==> src/rtl/calc_datapath.sv <==
// calc_datapath: operand/result datapath for the calculator (loads, add/sub/mul, restoring divide, display register)
// Ports:
//   clk, reset_n       single clock, asynchronous active-low reset
//   op_code[2:0]       000 NOOP, 001 LOAD, 010 DISP_A, 100 DISP_B, 101 COMPUTE, 110 DISP_RES, 111 CLEAR
//   wrt_addr           LOAD target (0 = reg_a, 1 = reg_b)
//   compute_op[1:0]    00 add, 01 sub, 10 mul, 11 div
//   sw_in[WIDTH-1:0]   operand switches
//   reg_a, reg_b       operand registers
//   result             last completed result (2*WIDTH)
//   disp_val           registered display value (2*WIDTH)
//   busy, done         division in progress / one-cycle completion pulse
//   neg, div_err       last sub was negative / last div had a zero divisor
module calc_datapath #(
  parameter int WIDTH = 4
) (
  input  logic               clk,
  input  logic               reset_n,
  input  logic [2:0]         op_code,
  input  logic               wrt_addr,
  input  logic [1:0]         compute_op,
  input  logic [WIDTH-1:0]   sw_in,
  output logic [WIDTH-1:0]   reg_a,
  output logic [WIDTH-1:0]   reg_b,
  output logic [2*WIDTH-1:0] result,
  output logic [2*WIDTH-1:0] disp_val,
  output logic               busy,
  output logic               done,
  output logic               neg,
  output logic               div_err
);
  localparam int RW = 2 * WIDTH;
  localparam int CW = $clog2(WIDTH + 1);
  localparam logic [2:0] OP_LOAD = 3'b001, OP_DISP_A = 3'b010, OP_DISP_B = 3'b100,
                         OP_COMPUTE = 3'b101, OP_DISP_RES = 3'b110, OP_CLEAR = 3'b111;
  localparam logic [1:0] C_ADD = 2'b00, C_SUB = 2'b01, C_MUL = 2'b10, C_DIV = 2'b11;

  logic [2:0]       prev_op;
  logic [WIDTH-1:0] dv_q, dv_b, dv_r;
  logic [CW-1:0]    cnt;
  logic             op_edge, launch, ge;
  logic [RW-1:0]    za, zb, zsw, alu, disp_nxt;
  logic [WIDTH:0]   sh, trial;
  logic [WIDTH-1:0] rem_nxt, quo_nxt;

  // A launch is also held off while done is high so that a division finishing
  // right before a fresh COMPUTE edge cannot produce two back-to-back done pulses.
  always_comb begin
    op_edge = op_code != prev_op;
    launch  = op_code == OP_COMPUTE && op_edge && !busy && !done;
    za      = RW'(reg_a);
    zb      = RW'(reg_b);
    zsw     = RW'(sw_in);
    alu     = compute_op == C_ADD ? za + zb :
              compute_op == C_SUB ? za - zb :
              compute_op == C_MUL ? za * zb : {reg_a, {WIDTH{1'b1}}};
    disp_nxt = op_code == OP_LOAD    ? zsw :
               op_code == OP_DISP_A  ? (op_edge ? zsw : za) :
               op_code == OP_DISP_B  ? (op_edge ? zsw : zb) :
               op_code == OP_DISP_RES ? result : disp_val;
    // One restoring step: shift the next dividend bit into the partial remainder
    // and subtract the divisor if it fits.
    sh      = {dv_r, dv_q[WIDTH-1]};
    trial   = sh - {1'b0, dv_b};
    ge      = !trial[WIDTH];
    rem_nxt = ge ? trial[WIDTH-1:0] : sh[WIDTH-1:0];
    quo_nxt = {dv_q[WIDTH-2:0], ge};
  end

  always_ff @(posedge clk or negedge reset_n) begin
    if (!reset_n) begin
      prev_op  <= '0;
      reg_a    <= '0;
      reg_b    <= '0;
      result   <= '0;
      disp_val <= '0;
      busy     <= 1'b0;
      done     <= 1'b0;
      neg      <= 1'b0;
      div_err  <= 1'b0;
      dv_q     <= '0;
      dv_b     <= '0;
      dv_r     <= '0;
      cnt      <= '0;
    end else begin
      prev_op <= op_code;
      done    <= 1'b0;
      if (op_code == OP_CLEAR) begin
        reg_a    <= '0;
        reg_b    <= '0;
        result   <= '0;
        disp_val <= '0;
        busy     <= 1'b0;
        neg      <= 1'b0;
        div_err  <= 1'b0;
      end else begin
        if (op_code == OP_LOAD && !wrt_addr) reg_a <= sw_in;
        if (op_code == OP_LOAD && wrt_addr) reg_b <= sw_in;
        if (op_code == OP_DISP_A && op_edge) reg_a <= sw_in;
        if (op_code == OP_DISP_B && op_edge) reg_b <= sw_in;
        disp_val <= disp_nxt;
        if (launch) begin
          neg     <= compute_op == C_SUB && reg_a < reg_b;
          div_err <= compute_op == C_DIV && reg_b == '0;
          if (compute_op == C_DIV && reg_b != '0) begin
            busy <= 1'b1;
            dv_q <= reg_a;
            dv_b <= reg_b;
            dv_r <= '0;
            cnt  <= CW'(WIDTH - 1);
          end else begin
            result <= alu;
            done   <= 1'b1;
          end
        end else if (busy) begin
          dv_r <= rem_nxt;
          dv_q <= quo_nxt;
          cnt  <= cnt - 1'b1;
          if (cnt == '0) begin
            busy   <= 1'b0;
            result <= {rem_nxt, quo_nxt};
            done   <= 1'b1;
          end
        end
      end
    end
  end
endmodule

==> config.mk <==
export PLATFORM = sky130hd
export DESIGN_NAME = calc_datapath
export DESIGN_NICKNAME = d
export VERILOG_FILES = /design/src/rtl/calc_datapath.sv
export SDC_FILE = /design/constraint.sdc
export NUM_CORES = 1
export LEC_CHECK = 0
export ABC_AREA = 1
export ABC_CLOCK_PERIOD_IN_PS = 6300
export CAP_MARGIN = 30
export CORE_MARGIN = 2
export CORE_UTILIZATION = 30
export DETAILED_ROUTE_END_ITERATION = 6
export GPL_TIMING_DRIVEN = 0
export SLEW_MARGIN = 20
export SYNTH_ARGS = -nofsm -noshare
export SYNTH_HDL_FRONTEND = slang
export SYNTH_SLANG_ARGS = --single-unit
==> constraint.sdc <==
create_clock -name clk -period 6.3 [get_ports clk]
set_input_delay 0.63 -clock clk [delete_from_list [all_inputs] [get_ports clk]]
set_output_delay 0.63 -clock clk [all_outputs]
set_load 0.02 [all_outputs]
==> metrics.cfg <==
[yosys]
synth_flop_cell = dfrtp_1
synth_top_area_share_pct = 34.8
synthTopCellsByCount = nand2_1, inv_1, dfrtp_1, o21ai_0
synth_fp_nets = 494
synth-edff-count = 0
ys_ff_latch = 46
netlist_instances = 449
synth_cell_types = 30
synth_area_mm2 = 0.00331
avgSynthCellArea_um2 = 7.37
synth.most_common_cell = nand2_1
yosysTopAreaCell = dfrtp_1
yosysWarnings = 0
async_reset_ff_share_pct = 100
seq_area_frac_synth_pct = 34.8
synthTopCellsByArea = dfrtp_1, nand2_1, ha_1

[clock_network]
post_cts_buffers = 0
clk_pin_slew_ns = 0.09
cts_hold_buf = 0
htreeDepth = 2
cts_tree = yes
clockBufferDepth = 2
cts_root_buf = clkbuf_8
post_cts_resize_count = 0
clock_latency_ns = 0.30
clkSinkCount = 46
cts_buffers = 5

[critical_path]
cp.arrival_ns = 3.36
required_ns = 6.49
crit_fanout = 10
crit_type = register to register
cp-start-kind = register
endpoint_kind = register
r2r_cells = 13

[place]
gp_congestion = 0.836
dp_hpwl_um = 6810
placed_cells = 629
io_buffers = 39

[floorplanning]
die_w_um = 109
io_pins = 40
rows = 38
die_h_um = 109
start_util_pct = 30.7
coreArea_mm2 = 0.0108
die_area_mm2 = 0.0119

[layout]
area_growth_pct = 20.3
nNetsFinal = 541
seq_area_mm2 = 0.00115
fin_util_pct = 36.9
instances_no_fill = 637
multi_input_area_mm2 = 0.00184
fillers = 1136
diodes = 0
drive_gt1_share_pct = 5.63

[sta]
hold_violations = 0
fin_crit_sh_pct = 50.4
drv_slew = 0
fin_skew_ns = 0.00595
report.final.setup_viol = 0
whs_ns = 0.270
fmax_ghz = 0.315
rsz0062_at_grt = no
fin_crit_ns = 3.17
fin_tns_setup_ns = 0
tightest_slew_ns = 0.491
max-slew-margin-rel_pct = 67.3

[power_and_ir_drop]
power.density_mw_per_mm2 = 338
p_sw_uw = 595
power_frac_clock_pct = 14.1
p_int_uw = 753
p_comb_share_pct = 51.8
ir_worst_vdd_v = 0.000128
switching_share_pct = 44.2
p_total_mw = 1.35
seqPwrFrac_pct = 34.1
cellLeakagePower_nw = 2.10

[route]
drt-wirelength-per-cell_um = 13.4
viasPerCell = 4.73
vias = 3014
firstDrtPassIters = 4
wirelength_um = 8570
drtIter0Drc = 192
ant_nets = 0
drc_errors = 0

[global_route]
grt_util_all_layers_pct = 15.5
grt_max_degree = 30
antenna_found_initial = 0
grt_pass1_wl_um = 14400
grt_pass1_vias = 2939
grt_remaining_overflow = 0

[min_path]
min_path_type = input pin to async pin

[status]
outcome = finished, final reports clean

[flow_run]
cap_viol_max_count = 0

[routing by layer]
| layer | track usage, % | vias up | wire length [µm] |
|---|---|---|---|
| li1 | - | 1534 | - |
| met5 | 0 | - | 0 |
| met4 | 3.30 | 0 | 61 |
| met2 | 25.8 | 69 | 3960 |
| met1 | 21.6 | 1409 | 4160 |
| met3 | 1.97 | 2 | 378 |
[layout make-up]
type,count,area share [%]
Multi-Input combinational cell,326,46.3
Clock buffer,7,2.17
Clock inverter,1,0.126
Sequential cell,46,28.9
Inverter,71,6.75
Timing Repair Buffer,40,10.2
Tap cell,140,4.40
Buffer,6,1.16
[sequential cells by signal, indices dropped and copies added, names as in the netlist]
register  cells
reg_a         4
cnt           3
dv_q          4
busy          1
neg           1
done          1
dv_r          4
div_err       1
dv_b          4
prev_op       3
disp_val      8
reg_b         4
result        8
[path summary, 6_finish.rpt]
check                                         from                      end  slack (ns)
setup / recovery              reg_a[1]$_DFFE_PN0P_    result[6]$_DFFE_PN0P_        3.13
hold / removal                             reset_n  disp_val[4]$_DFFE_PN0P_        0.27
setup reg to reg              reg_a[1]$_DFFE_PN0P_    result[6]$_DFFE_PN0P_        3.13
hold reg to reg            disp_val[1]$_DFFE_PN0P_  disp_val[1]$_DFFE_PN0P_        0.48
max in group asynchronous                  reset_n     reg_b[0]$_DFFE_PN0P_        5.53
min in group clk           disp_val[1]$_DFFE_PN0P_  disp_val[1]$_DFFE_PN0P_        0.48
[critical path, stage by stage, from the launching register on]
cell	delay [ns]
dfrtp_1	0.66
nand2_1	0.14
fa_1	0.51
inv_1	0.05
fa_1	0.53
fa_1	0.48
nand3_1	0.09
nand2_1	0.07
xnor2_1	0.14
nand2_1	0.09
nand3_1	0.09
nand2_1	0.07
nand2_1	0.08
nand2_1	0.05
[power by group through the flow]
stage	sequential, mW	combinational, mW	clock [mW]
after CTS	0.461	0.701	0.194
after floorplan	0.491	0.432	0
final	0.460	0.699	0.190
after detailed placement	0.466	0.696	0
after global routing	0.474	0.791	0.213
after global placement	0.465	0.679	0
[through the flow]
step                worst slack (ns)  instance area [µm²]
global route                    2.84                 3980
floorplan                       3.39                 3310
CTS                             3.09                 3980
detailed placement              3.12                 3890
finish                          3.13                 3980
global placement                3.17                 3880
[placed cells by master (no fill, tap or decap), types with 2 or more instances in the layout]
master / count
o31ai_1: 2
clkdlybuf4s50_1: 38
o211ai_1: 5
ha_1: 26
buf_2: 2
clkbuf_1: 3
buf_6: 3
o21ai_1: 3
nor2_1: 20
inv_1: 68
a21oi_1: 16
nand2_1: 154
xnor2_1: 4
nand2_2: 3
clkbuf_8: 6
nand3_1: 26
fa_1: 7
dfrtp_1: 46
o21ai_0: 43
clkinv_2: 3
nor2_4: 2
a32o_1: 4
nand4_1: 3
[cells by family after synthesis]
logic type | after synthesis | share of synthesized area, %
adders and majority gates | 33 | 14.1
buffers and inverters | 77 | 9.52
xor gates and xnor gates | 5 | 1.89
AOI/OAI and AO/OA | 76 | 13.0
and+or+nand+nor | 212 | 26.8
DFF | 46 | 34.8
Note: power is estimated with default switching activity, not from simulation.
